## src/rtl/lsu_pkg.sv

```systemverilog
// Shared load-store-unit definitions: access-size encodings, load-align FSM states
// and the size-to-byte-count helper.
package lsu_pkg;

  localparam logic [1:0] LSU_SZ_B = 2'd0;
  localparam logic [1:0] LSU_SZ_H = 2'd1;
  localparam logic [1:0] LSU_SZ_W = 2'd2;
  localparam logic [1:0] LSU_SZ_D = 2'd3;

  typedef enum logic [2:0] {
    LD_IDLE,
    LD_RD0,
    LD_WT0,
    LD_RD1,
    LD_WT1,
    LD_RESP
  } lsu_ld_state_t;

  function automatic logic [3:0] lsu_nbytes(input logic [1:0] size);
    return 4'd1 << size;
  endfunction

endpackage

```

## src/rtl/lsu_load_align_if.sv

```systemverilog
// Request, data-memory read and writeback response signals of the load-align unit.
// The slave modport is the unit's own view; master is the surrounding pipeline/memory.
interface lsu_load_align_if #(
  parameter int XLEN = 32,
  parameter int AW   = 32
);

  logic            req_valid;
  logic            req_ready;
  logic [AW-1:0]   req_addr;
  logic [1:0]      req_size;
  logic            req_unsigned;

  logic            mem_rd_en;
  logic [AW-1:0]   mem_addr;
  logic [XLEN-1:0] mem_rdata;
  logic            mem_rvalid;

  logic            rsp_valid;
  logic            rsp_ready;
  logic [XLEN-1:0] rsp_data;
  logic            rsp_fault;

  modport slave (
    input  req_valid, req_addr, req_size, req_unsigned,
    input  mem_rdata, mem_rvalid,
    input  rsp_ready,
    output req_ready,
    output mem_rd_en, mem_addr,
    output rsp_valid, rsp_data, rsp_fault
  );

  modport master (
    output req_valid, req_addr, req_size, req_unsigned,
    output mem_rdata, mem_rvalid,
    output rsp_ready,
    input  req_ready,
    input  mem_rd_en, mem_addr,
    input  rsp_valid, rsp_data, rsp_fault
  );

endinterface

```

## src/rtl/lsu_ld_extract.sv

```systemverilog
// Combinational byte/half/word/dword extractor: shifts the two-beat window down to the
// requested offset and zero- or sign-extends to XLEN. Shared with store forwarding.
module lsu_ld_extract
  import lsu_pkg::*;
#(
  parameter int XLEN = 32
) (
  input  logic [2*XLEN-1:0]          beats,
  input  logic [$clog2(XLEN/8)-1:0]  off,
  input  logic [1:0]                 size,
  input  logic                       zero_ext,
  output logic [XLEN-1:0]            result
);

  logic [XLEN-1:0] lo;
  logic            sign_bit;
  int              nbits;

  always_comb begin
    lo       = XLEN'(beats >> {off, 3'b000});
    nbits    = 32'd8 << size;
    sign_bit = 1'b0;
    result   = '0;
    case (size)
      LSU_SZ_B: sign_bit = lo[7];
      LSU_SZ_H: sign_bit = lo[15];
      LSU_SZ_W: sign_bit = lo[31];
      default:  sign_bit = lo[XLEN-1];
    endcase
    if (zero_ext) sign_bit = 1'b0;
    // Bits above the access width take the extension bit.
    for (int i = 0; i < XLEN; i++) begin
      result[i] = (i < nbits) ? lo[i] : sign_bit;
    end
  end

endmodule

```

## src/rtl/lsu_load_align.sv

```systemverilog
// Load-alignment unit: one request at a time, one or two aligned beat reads, then extract.
// LSU_MISALIGN_EN enables beat-crossing loads; otherwise misaligned requests fault.
module lsu_load_align
  import lsu_pkg::*;
#(
  parameter int XLEN = 32,
  parameter int AW   = 32
) (
  input logic               clk,
  input logic               rst,
  lsu_load_align_if.slave   bus
);

  localparam int NB = XLEN / 8;
  localparam int OW = $clog2(NB);

  lsu_ld_state_t   state_q, state_d;
  logic [OW-1:0]   off_q;
  logic [1:0]      size_q;
  logic            uns_q;
  logic            fault_q;
  logic [AW-1:0]   mem_addr_q;
  logic [XLEN-1:0] beat0_q, beat1_q;
  logic [XLEN-1:0] ext_data;
  logic            req_illegal, req_misaligned, req_fault, accept;
`ifdef LSU_MISALIGN_EN
  logic            crosses;
`else
  logic [3:0]      req_nb;
`endif

  always_comb begin
    req_illegal = (bus.req_size == LSU_SZ_D) && (XLEN == 32);
`ifdef LSU_MISALIGN_EN
    req_misaligned = 1'b0;
    crosses = (int'(off_q) + int'(lsu_nbytes(size_q))) > NB;
`else
    req_nb = lsu_nbytes(bus.req_size);
    req_misaligned = |(bus.req_addr[2:0] & (req_nb[2:0] - 3'd1));
`endif
    req_fault = req_illegal | req_misaligned;
    accept = bus.req_valid && (state_q == LD_IDLE);
  end

  // Next-state decode; stray mem_rvalid outside the wait states is simply not looked at.
  always_comb begin
    state_d = state_q;
    case (state_q)
      LD_IDLE: if (accept) state_d = req_fault ? LD_RESP : LD_RD0;
      LD_RD0:  state_d = LD_WT0;
      LD_WT0: begin
        if (bus.mem_rvalid) begin
`ifdef LSU_MISALIGN_EN
          state_d = crosses ? LD_RD1 : LD_RESP;
`else
          state_d = LD_RESP;
`endif
        end
      end
`ifdef LSU_MISALIGN_EN
      LD_RD1:  state_d = LD_WT1;
      LD_WT1:  if (bus.mem_rvalid) state_d = LD_RESP;
`endif
      LD_RESP: if (bus.rsp_ready) state_d = LD_IDLE;
      default: state_d = LD_IDLE;
    endcase
  end

  always_ff @(posedge clk) begin
    if (rst) begin
      state_q    <= LD_IDLE;
      off_q      <= '0;
      size_q     <= '0;
      uns_q      <= 1'b0;
      fault_q    <= 1'b0;
      mem_addr_q <= '0;
      beat0_q    <= '0;
      beat1_q    <= '0;
    end else begin
      state_q <= state_d;
      if (accept) begin
        off_q   <= bus.req_addr[OW-1:0];
        size_q  <= bus.req_size;
        uns_q   <= bus.req_unsigned;
        fault_q <= req_fault;
        beat0_q <= '0;
        beat1_q <= '0;
        if (!req_fault) mem_addr_q <= bus.req_addr & ~AW'(NB - 1);
      end
      if (state_q == LD_WT0 && bus.mem_rvalid) beat0_q <= bus.mem_rdata;
`ifdef LSU_MISALIGN_EN
      // The second beat address wraps naturally at the top of the address space.
      if (state_q == LD_WT0 && bus.mem_rvalid && crosses) mem_addr_q <= mem_addr_q + AW'(NB);
      if (state_q == LD_WT1 && bus.mem_rvalid) beat1_q <= bus.mem_rdata;
`endif
    end
  end

  lsu_ld_extract #(.XLEN(XLEN)) u_extract (
    .beats    ({beat1_q, beat0_q}),
    .off      (off_q),
    .size     (size_q),
    .zero_ext (uns_q),
    .result   (ext_data)
  );

  assign bus.req_ready = (state_q == LD_IDLE);
  assign bus.mem_rd_en = (state_q == LD_RD0) || (state_q == LD_RD1);
  assign bus.mem_addr  = mem_addr_q;
  assign bus.rsp_valid = (state_q == LD_RESP);
  assign bus.rsp_fault = (state_q == LD_RESP) && fault_q;
  assign bus.rsp_data  = (state_q == LD_RESP && !fault_q) ? ext_data : '0;

endmodule

```

## src/flat_wrapper.sv

```systemverilog
// flat-port wrapper written by rule: the top's interface ports become plain ports
module lsu_load_align_flat import lsu_pkg::*;
#(
  parameter int XLEN = 32,
  parameter int AW   = 32
)
  (clk, rst, bus_req_valid, bus_req_addr, bus_req_size, bus_req_unsigned, bus_mem_rdata, bus_mem_rvalid, bus_rsp_ready, bus_req_ready, bus_mem_rd_en, bus_mem_addr, bus_rsp_valid, bus_rsp_data, bus_rsp_fault);
  lsu_load_align_if #(.XLEN(XLEN), .AW(AW)) bus_i ();
  input logic clk;
  input logic rst;
  input wire logic [$bits(bus_i.req_valid)-1:0] bus_req_valid;
  input wire logic [$bits(bus_i.req_addr)-1:0] bus_req_addr;
  input wire logic [$bits(bus_i.req_size)-1:0] bus_req_size;
  input wire logic [$bits(bus_i.req_unsigned)-1:0] bus_req_unsigned;
  input wire logic [$bits(bus_i.mem_rdata)-1:0] bus_mem_rdata;
  input wire logic [$bits(bus_i.mem_rvalid)-1:0] bus_mem_rvalid;
  input wire logic [$bits(bus_i.rsp_ready)-1:0] bus_rsp_ready;
  output wire logic [$bits(bus_i.req_ready)-1:0] bus_req_ready;
  output wire logic [$bits(bus_i.mem_rd_en)-1:0] bus_mem_rd_en;
  output wire logic [$bits(bus_i.mem_addr)-1:0] bus_mem_addr;
  output wire logic [$bits(bus_i.rsp_valid)-1:0] bus_rsp_valid;
  output wire logic [$bits(bus_i.rsp_data)-1:0] bus_rsp_data;
  output wire logic [$bits(bus_i.rsp_fault)-1:0] bus_rsp_fault;
  assign bus_i.req_valid = bus_req_valid;
  assign bus_i.req_addr = bus_req_addr;
  assign bus_i.req_size = bus_req_size;
  assign bus_i.req_unsigned = bus_req_unsigned;
  assign bus_i.mem_rdata = bus_mem_rdata;
  assign bus_i.mem_rvalid = bus_mem_rvalid;
  assign bus_i.rsp_ready = bus_rsp_ready;
  assign bus_req_ready = bus_i.req_ready;
  assign bus_mem_rd_en = bus_i.mem_rd_en;
  assign bus_mem_addr = bus_i.mem_addr;
  assign bus_rsp_valid = bus_i.rsp_valid;
  assign bus_rsp_data = bus_i.rsp_data;
  assign bus_rsp_fault = bus_i.rsp_fault;
  lsu_load_align #(.XLEN(XLEN), .AW(AW)) u_core (.clk(clk), .rst(rst), .bus(bus_i));
endmodule
```

## config.mk

```make
export PLATFORM = sky130hd
export DESIGN_NAME = lsu_load_align_flat
export DESIGN_NICKNAME = d
export VERILOG_FILES = /design/src/rtl/lsu_pkg.sv /design/src/rtl/lsu_load_align_if.sv /design/src/rtl/lsu_ld_extract.sv /design/src/rtl/lsu_load_align.sv /design/src/flat_wrapper.sv
export SDC_FILE = /design/constraint.sdc
export NUM_CORES = 1
export LEC_CHECK = 0
export ABC_AREA = 1
export CORE_ASPECT_RATIO = 0.5
export CORE_MARGIN = 4
export CORE_UTILIZATION = 35
export CTS_CLUSTER_DIAMETER = 100
export DETAILED_ROUTE_END_ITERATION = 10
export GPL_TIMING_DRIVEN = 0
export PLACE_DENSITY = 0.69
export SLEW_MARGIN = 5
export SYNTH_ARGS = -nofsm -noshare
export SYNTH_HDL_FRONTEND = slang
export SYNTH_SLANG_ARGS = --single-unit
```

## constraint.sdc

```tcl
create_clock -name clk -period 3.3 [get_ports clk]
set_clock_uncertainty 0.05 [all_clocks]
set_input_delay 0.66 -clock clk [delete_from_list [all_inputs] [get_ports clk]]
set_output_delay 0.66 -clock clk [all_outputs]
set_load 0.01 [all_outputs]
```

; Word level (Yosys, flattened, before mapping)
; Index checks and enable logic that the tools add are counted.
[word_totals]
ff_bits = 71
[classes]
reduce_logical = 12
shift = 3
muxes = 42
add_sub_neg = 1
n_bitwise = 3
n_eq_ne = 9
order_cmp = 32
[op_table]
columns = cell, count
row1 = "6-bit by 32-bit less-than comparator with 1-bit output, first input constant", 16
row2 = "5-bit by 32-bit less-than comparator with 1-bit output, first input constant", 8
row3 = "4-bit by 32-bit less-than comparator with 1-bit output, first input constant", 4
row4 = 32-bit 2-to-1 mux, 3
row5 = "3-bit by 32-bit less-than comparator with 1-bit output, first input constant", 2
row6 = 1-bit 2-to-1 mux, 33
row7 = "1-bit by 32-bit less-than comparator with 1-bit output, first input constant", 1
row8 = "2-bit by 32-bit less-than comparator with 1-bit output, first input constant", 1
row9 = "4-bit by 2-bit left shift with 32-bit output, first input constant", 1
row10 = 32-bit by 5-bit >> shifter with 32-bit output, 1
row11 = 3-bit 2-to-1 mux, 4
row12 = 3-bit one-hot mux with 4 select lines, 1
row13 = "3-bit by 2-bit equality test with 1-bit output, second input constant", 2
row14 = 1-bit logical AND, 4
row15 = "2-bit inequality test, second input constant", 2
row16 = 3-bit AND, 1
row17 = "3-bit by 1-bit equality test with 1-bit output, second input constant", 1
row18 = "3-bit equality test, second input constant", 1
row19 = 3-bit logical NOT, 1
row20 = 3-bit AND reduction, 1
row21 = 3-bit OR reduction, 1
row22 = "1-bit by 2-bit left shift with 3-bit output, first input constant", 1
row23 = "3-bit by 1-bit subtractor with 3-bit output, second input constant", 1
row24 = "2-bit by 1-bit equality test with 1-bit output, second input constant", 1
row25 = other kinds (10), 10

; Longest topological paths before layout
; Gate-level depths: netlist (run 1).
[depth]
word_depth = 8
ltp_mapped = 10
depth_no_buf = 8

; Cells and area by module
; From an unflattened synthesis (run 1), not the netlist that was laid out.
[unflattened]
hier_cells = 698
area_unflattened_um2 = 4197.8
[modules_own_cells]
columns = mod, cells_per_inst, area_each_um2, instances
row1 = lsu_load_align, 470, 3156.8, 1
row2 = lsu_ld_extract, 228, 1041.0, 1

; Worst setup path after synthesis (run 1)
; OpenSTA, ideal clock, no wires.
[synth_path]
path_kind = register -> output
startpoint = register u_core.off_q[0]
endpoint = output port bus_rsp_data[21]
t_arrival_ps = 1289
stages_incl_launch_ff = 8
setup_slack_ps = 1301
cell_sequence = dfxtp_1 -> buf_2 -> inv_2 -> nand3_1 -> a21oi_1 -> nand3_2 -> buf_2 -> a21oi_1
[synth_between]
elab_chain_cells = 5
[synth_lines]
columns = item, line
row1 = from (decl), lsu_load_align.sv:18  ; logic [OW-1:0] off_q;
row2 = from (signal assigned), lsu_load_align.sv:82  ; off_q <= bus.req_addr[OW-1:0];
row3 = 32-bit by 5-bit >> shifter with 32-bit output (*), lsu_ld_extract.sv:20  ; lo = XLEN'(beats >> {off, 3'b000});
row4 = 1-bit one-hot mux with 2 select lines, lsu_ld_extract.sv:24  ; case (size)
row5 = 1-bit 2-to-1 mux, lsu_ld_extract.sv:30  ; if (zero_ext) sign_bit = 1'b0;
row6 = 1-bit 2-to-1 mux (*), lsu_ld_extract.sv:33  ; result[i] = (i < nbits) ? lo[i] : sign_bit;
row7 = 32-bit 2-to-1 mux (*), lsu_load_align.sv:112  ; assign bus.rsp_data = (state_q == LD_RESP && !fault_q) ? ext_data : '0;
row8 = to (decl), flat_wrapper.sv:22  ; output wire logic [$bits(bus_i.rsp_data)-1:0] bus_rsp_data;
; Every way passes the cells marked *; elsewhere a longest branch is shown, timed or not.

; Final worst setup path (run 1)
[layout_path]
startpoint = register u_core.state_q[1]
endpoint = output port bus_rsp_data[6]
[layout_between]
elab_chain_cells = 3
[layout_lines]
columns = item, line
row1 = from (decl), lsu_load_align.sv:17  ; lsu_ld_state_t state_q, state_d;
row2 = from (signal assigned), lsu_load_align.sv:80  ; state_q <= state_d;
row3 = 3-bit equality test, lsu_load_align.sv:112
row4 = 1-bit logical AND, lsu_load_align.sv:112
row5 = 32-bit 2-to-1 mux, lsu_load_align.sv:112
; Every way passes these cells.

==> metrics, run 1 <==
root buf cell sky130_fd_sc_hd__clkbuf_16; power share of the combinational group 0.208; share of total power consumed by net switching 0.269; vertical die dimension 79.2 um; fraction of power consumed by sequential logic 0.383; startpoint types flop; area post-placement 5070 um2; Cell variety after synth 23; Worst Setup End Kind output pin; power density normalized to cell area 455 nW/um2; via density per instance 5.07; placed wire-length estimate 9.26 mm; run status finished clean; area of the die 11900 um2; final-stage net count 746; width of the die 150 um; global-route wire length before repair 19.1 mm; Ys Warns 0; Sink Count 71; num rows 25; cell-internal power 1.79 mW; switching component of the power 0.659 mW; IO buf count 135; max-slew violation count 0; number of buffers inserted during clock tree synthesis 9; worst min-delay path class reg -> reg; Reg2Reg Capture Point u_core.bus.mem_addr[27]; library cell with the largest summed area after synthesis sky130_fd_sc_hd__dfxtp_1; setup repair after global routing missed its margin no; Register-to-Register Path Depth 9; final routed DRC violation total 0; synthesized netlist cell count 526; effective utilization at floorplan 0.367; CTS H-tree depth 3; Synth Area per Inst 6.74 um2; clock latency reported for the late side of the worst-skew pair 0.33 ns; length of the first detailed-routing pass in iterations 5; largest vdd supply drop 289 uV; Final Hold Violating Endpoints 0; crit path DAT 2.43 ns; FMAX 319 MHz; top fanout value on the critical path 10; GRT Resource Usage Total 0.200; post-synthesis async set-or-reset flop share 0; hold buffer count at cts 0; register bit count reported by yosys 71; Crit. Startpoint u_core.state_q[1]; top cell type's share of synthesized area 0.401; number of setup violations in the final report 0; Remaining Overflow, GRT 0; vias in the first global route 3799; io pins 140; leakage power of the design 1.96 nW; sequential cell area fraction in the yosys report 0.401; CP Class reg -> out; final antenna diode count 0; combined area of all synthesized cells 3540 um2; Fill cells 924; number of enable-type register cells in the synthesized netlist 0; wire length reported by the detailed router 11.9 mm; synthesis-to-finish area growth 52.0%; Antenna Violating Nets Remaining 0; Critical Path End bus_rsp_data[6]; synth top area cells sky130_fd_sc_hd__dfxtp_1 40%, sky130_fd_sc_hd__a21oi_1 9.9%, sky130_fd_sc_hd__o21ai_0 9.0%; share of post-route cells with drive strength above 1 0.0736; Core Footprint 9670 um2; CTS tree yes; routability congestion estimate 0.935; time the worst path needs with I/O delays and setup 3.14 ns; vias post-DR 4125; antenna violations before repair 0; routed len/inst 14.7 um; Final TNS setup 0 ns; maxcap violations 0; maximum number of pins on one net before global-route repair 12; part of the cycle the worst path needs 0.950; Final Instance Area 5390 um2; clock group share of total power 0.409; DRT iter0 DRCs 188; FF-to-FF setup slack 1.70 ns; Worst-path clk slew 0.05 ns; most used flip-flop cell after synthesis sky130_fd_sc_hd__dfxtp_1; launch instance of the worst register-to-register path u_core.state_q[0]; required time of the worst setup path 2.59 ns; Clock Path Buffers 2; most frequent cells after synthesis 80 x sky130_fd_sc_hd__nand2_1, 80 x sky130_fd_sc_hd__nor2_1, 71 x sky130_fd_sc_hd__dfxtp_1, 70 x sky130_fd_sc_hd__a21oi_1, 64 x sky130_fd_sc_hd__o21ai_0
==> what timing repair did <==
item,in CTS,in global routing
endpoints found under the setup margin,0,6
gates resized for setup,0,1
buffers inserted,0,1
==> kinds of logic (layout without fill, tap and decap cells) <==
kind of cell | Yosys count | after routing | synth area share
flip-flops | 71 | 71 | 0.401
buffers and inverters | 66 | 218 | 0.0826
AO/OA/AOI/OAI | 147 | 147 | 0.211
AND/OR/NAND/NOR | 241 | 241 | 0.304
other | 1 | 2 | 0.00106
==> worst min-delay path by stage <==
stage	start	to	slack, ns	depth (start not counted)
after floorplan	u_core.uns_q	u_core.uns_q	0.39	2
after global placement	u_core.beat0_q[6]	u_core.beat0_q[6]	0.42	2
after detailed placement	u_core.beat0_q[6]	u_core.beat0_q[6]	0.42	2
after CTS	u_core.beat0_q[6]	u_core.beat0_q[6]	0.43	2
after global routing	u_core.beat0_q[5]	u_core.beat0_q[5]	0.46	2
final	u_core.beat0_q[6]	u_core.beat0_q[6]	0.43	2
==> layout make-up <==
| class | instances | area [um2] | share of cell area |
|---|---|---|---|
| multi-input cells | 390 | 1840 | 0.341 |
| flip-flops and latches | 71 | 1420 | 0.264 |
| repair buffers | 136 | 1360 | 0.252 |
| clock buffers | 12 | 236 | 0.0439 |
| plain buffers | 50 | 233 | 0.0432 |
| well taps | 135 | 169 | 0.0314 |
| clock inverters | 4 | 70.1 | 0.0130 |
| inverters | 16 | 60.1 | 0.0111 |
==> metal layers <==
layer | track usage | vias up | part of all wire
met1 | 0.261 | 1880 | 0.45
met3 | 0.0775 | 13 | 0.10
met4 | 0.0529 | 0 | 0.0097
met2 | 0.311 | 140 | 0.44
met5 | 0 | - | 0
li1 | - | 2092 | -
==> worst max-delay path, stage by stage, from the launching register on <==
cell and delay [ns]:
sky130_fd_sc_hd__dfxtp_1 0.29, sky130_fd_sc_hd__buf_2 0.18, sky130_fd_sc_hd__inv_2 0.10, sky130_fd_sc_hd__nand3_2 0.13
sky130_fd_sc_hd__nor2_4 0.21, sky130_fd_sc_hd__buf_2 0.22, sky130_fd_sc_hd__o21ai_0 0.14, sky130_fd_sc_hd__a31oi_1 0.25
sky130_fd_sc_hd__clkdlybuf4s50_1 0.59
==> through the flow <==
stage          setup WS [ns]  power [mW]  cells   util  hold WS (ns)
4_1_cts               0.0564        2.47    813  0.556         0.430
3_3_place_gp           0.424        1.46    797  0.524         0.421
5_1_grt               0.0193        2.57    814  0.557         0.462
3_5_place_dp           0.425        1.46    797  0.524         0.424
2_1_floorplan           1.30        1.22    527      -         0.394
6_report               0.164        2.45    814  0.557         0.433
==> placed cells by master (no fill, tap or decap), drive strengths merged, types with 2 or more instances in the layout <==
master | synthesis | routed
o21ai | 68 | 68
nand3 | 42 | 42
dfxtp | 71 | 71
a31oi | 7 | 7
bufinv | 0 | 2
inv | 16 | 16
buf | 24 | 25
conb | 1 | 2
nor3 | 2 | 2
nor2 | 83 | 83
clkinv | 0 | 2
nand2 | 81 | 81
nand4 | 32 | 32
a21oi | 70 | 70
clkbuf | 26 | 38
clkdlybuf4s50 | 0 | 135
==> power groups by stage <==
stage / clock [mW] / sequential [mW] / combinational (mW)
2_1_floorplan: 0 / 0.963 / 0.256
3_3_place_gp: 0 / 0.953 / 0.503
3_5_place_dp: 0 / 0.954 / 0.506
4_1_cts: 1.02 / 0.937 / 0.509
5_1_grt: 1.06 / 0.943 / 0.564
6_report: 1.00 / 0.938 / 0.510
==> sequential cells by signal, summed over array words and instances (netlist names) <==
| name | flops |
|---|---|
| u_core.fault_q | 1 |
| u_core.beat0_q | 32 |
| u_core.uns_q | 1 |
| u_core.state_q | 3 |
| u_core.size_q | 2 |
| u_core.off_q | 2 |
| u_core.bus.mem_addr | 30 |
Power figures use the tool's default switching activity.
==> inputs of run 2 (changes only) <==
--- a/config.mk
+++ b/config.mk
@@ -6,7 +6,6 @@
 export NUM_CORES = 1
 export LEC_CHECK = 0
 export ABC_AREA = 1
-export CORE_ASPECT_RATIO = 0.5
 export CORE_MARGIN = 4
 export CORE_UTILIZATION = 35
 export CTS_CLUSTER_DIAMETER = 100
==> metrics, run 2 (synthesis results as in run 1) <==
final antenna diode count 0 (unchanged); number of setup violations in the final report 0 (unchanged); hold buffer count at cts 0 (unchanged); required time of the worst setup path 2.59 ns (about the same); IO buf count 135 (unchanged); area of the die 11800 um2 (was 11900 um2); max reg flops 32 (unchanged); final-stage net count 745 (was 746); io pins 140 (unchanged); Sink Count 71 (unchanged); cell with the biggest individual delay on the critical path sky130_fd_sc_hd__clkdlybuf4s50_1 (unchanged); Register-to-Register Path Depth 9 (unchanged); crit path DAT 2.42 ns (was 2.43 ns); Design Power 2.19 mW (was 2.45 mW); wire length reported by the detailed router 12.6 mm (was 11.9 mm); Worst-path clk slew 0.07 ns (was 0.05 ns); synthesis-to-finish area growth 49.0% (was 52.0%); placed wire-length estimate 9.74 mm (was 9.26 mm); DRT iter0 DRCs 274 (was 188); most common cell after layout, fill and taps aside sky130_fd_sc_hd__clkdlybuf4s50_1 (unchanged); Remaining Overflow, GRT 0 (unchanged); Core Footprint 9820 um2 (was 9670 um2); number of buffers inserted during clock tree synthesis 9 (unchanged); largest vdd supply drop 346 uV (was 289 uV); vias in the first global route 3912 (was 3799); worst hold slack 0.435 ns (was 0.433 ns); num rows 36 (was 25); worst slew slack as a fraction of its limit 0.661; Final Hold Violating Endpoints 0 (unchanged); length of the first detailed-routing pass in iterations 5 (unchanged); startpoint types flop (unchanged); CP Class reg -> out (unchanged); cell-by-cell listing of the critical path buf_2 -> inv_2 -> nand3_2 -> nor2_4 -> buf_2 -> o21ai_0 -> a31oi_1 -> clkdlybuf4s50_1 (unchanged); most numerous cell on the critical path sky130_fd_sc_hd__buf_2 (unchanged); Clock Path Buffers 2 (unchanged); root buf cell sky130_fd_sc_hd__clkbuf_8 (was sky130_fd_sc_hd__clkbuf_16); hold path cells 2 (unchanged); Worst Setup End Kind output pin (unchanged); depth of the critical timing path with buffers and inverters included 8 (unchanged); clock latency reported for the late side of the worst-skew pair 0.34 ns (was 0.33 ns); maximum number of pins on one net before global-route repair 13 (was 12); part of the cycle the worst path needs 0.948 (was 0.950); Final TNS setup 0 ns (unchanged); CTS H-tree depth 3 (unchanged); share of post-route cells with drive strength above 1 0.0767 (was 0.0736); via density per instance 5.18 (was 5.07); vertical die dimension 109 um (was 79.2 um); slew at the pin with the worst max-slew slack 0.508 ns; register containing the most flip-flops in the final layout u_core.beat0_q (unchanged); Antenna Violating Nets Remaining 0 (unchanged); Setup WS pre-CTS 0.488 ns (was 0.425 ns); routability congestion estimate 0.961 (was 0.935); global-route wire length before repair 19.4 mm (was 19.1 mm); GRT Resource Usage Total 0.208 (was 0.200); power density normalized to cell area 414 nW/um2 (was 455 nW/um2); max-slew violation count 0 (unchanged); placed cell count 795 (was 797); worst min-delay path class reg -> reg (unchanged); CTS tree yes (unchanged); width of the die 109 um (was 150 um); effective utilization at floorplan 0.361 (was 0.367); maxcap violations 0 (unchanged); count of placed standard cells in the final layout, fillers left out 811 (was 814); leakage power of the design 1.91 nW (was 1.96 nW); time the worst path needs with I/O delays and setup 3.13 ns (was 3.14 ns); top fanout value on the critical path 10 (unchanged); maximum cell stage delay along the critical path 0.57 ns (was 0.59 ns); final routed DRC violation total 0 (unchanged); final setup slack of the worst path 0.172 ns (was 0.164 ns); leading cell types in the layout, fill and taps excluded 135 x sky130_fd_sc_hd__clkdlybuf4s50_1, 80 x sky130_fd_sc_hd__nor2_1, 79 x sky130_fd_sc_hd__nand2_1, 71 x sky130_fd_sc_hd__dfxtp_1, 70 x sky130_fd_sc_hd__a21oi_1 (was 135 x sky130_fd_sc_hd__clkdlybuf4s50_1, 80 x sky130_fd_sc_hd__nand2_1, 80 x sky130_fd_sc_hd__nor2_1, 71 x sky130_fd_sc_hd__dfxtp_1, 70 x sky130_fd_sc_hd__a21oi_1); vias post-DR 4202 (was 4125); run status finished clean (unchanged); CP delay by family, top buffers and inverters (unchanged); FMAX 320 MHz (was 319 MHz); routed len/inst 15.6 um (was 14.7 um); antenna violations before repair 0 (unchanged); Buffers & Inverters on Critical Path 4 (unchanged)
run 2: per-stage QoR:
step / utilization / cell area (um2)
CTS: 0.537 / 5270
global route: 0.538 / 5280
detailed placement: 0.516 / 5070
finish: 0.538 / 5280
floorplan: - / 3550
global placement: 0.516 / 5070
run 2: power by group:
group | leakage, nW | internal [mW] | switching (mW)
logic | 1.23 | 0.224 | 0.300
registers | 0.578 | 0.905 | 0.0291
clock network | 0.107 | 0.394 | 0.333
total | 1.91 | 1.52 | 0.663
run 2: path summary, 6_finish.rpt:
kind,from,endpoint,slack (ns)
max,u_core.state_q[1],bus_rsp_data[3],0.17
min,u_core.uns_q,u_core.uns_q,0.44
min reg2reg,u_core.uns_q,u_core.uns_q,0.44
max reg2reg,u_core.state_q[0],u_core.bus.mem_addr[21],1.71
run 2: layout make-up:
class                           instances  area (um2)
Inverter                               16        60.1
Buffer                                 50         233
Multi-Input combinational cell        390        1840
Clock inverter                          4        52.6
Clock buffer                           12         155
Tap cell                              133         166
Sequential cell                        71        1420
Timing Repair Buffer                  135        1350
Fill cell                             997        4540
run 2: repair_timing:
action	in CTS	in global routing
endpoints found under the setup margin	0	4
setup buffers	0	0
resized for setup	0	2
run 2: layer usage:
metal | up-vias | track usage | part of all wire
li1 | 2091 | - | -
met1 | 1920 | 0.259 | 0.42
met2 | 175 | 0.333 | 0.45
met3 | 16 | 0.0758 | 0.10
met4 | 0 | 0.0676 | 0.018
met5 | - | 0 | 0
run 2: tightest hold or removal path: stages (launching register included):
cell and delay [ns]:
sky130_fd_sc_hd__dfxtp_1 0.31, sky130_fd_sc_hd__inv_1 0.07, sky130_fd_sc_hd__a21oi_1 0.06
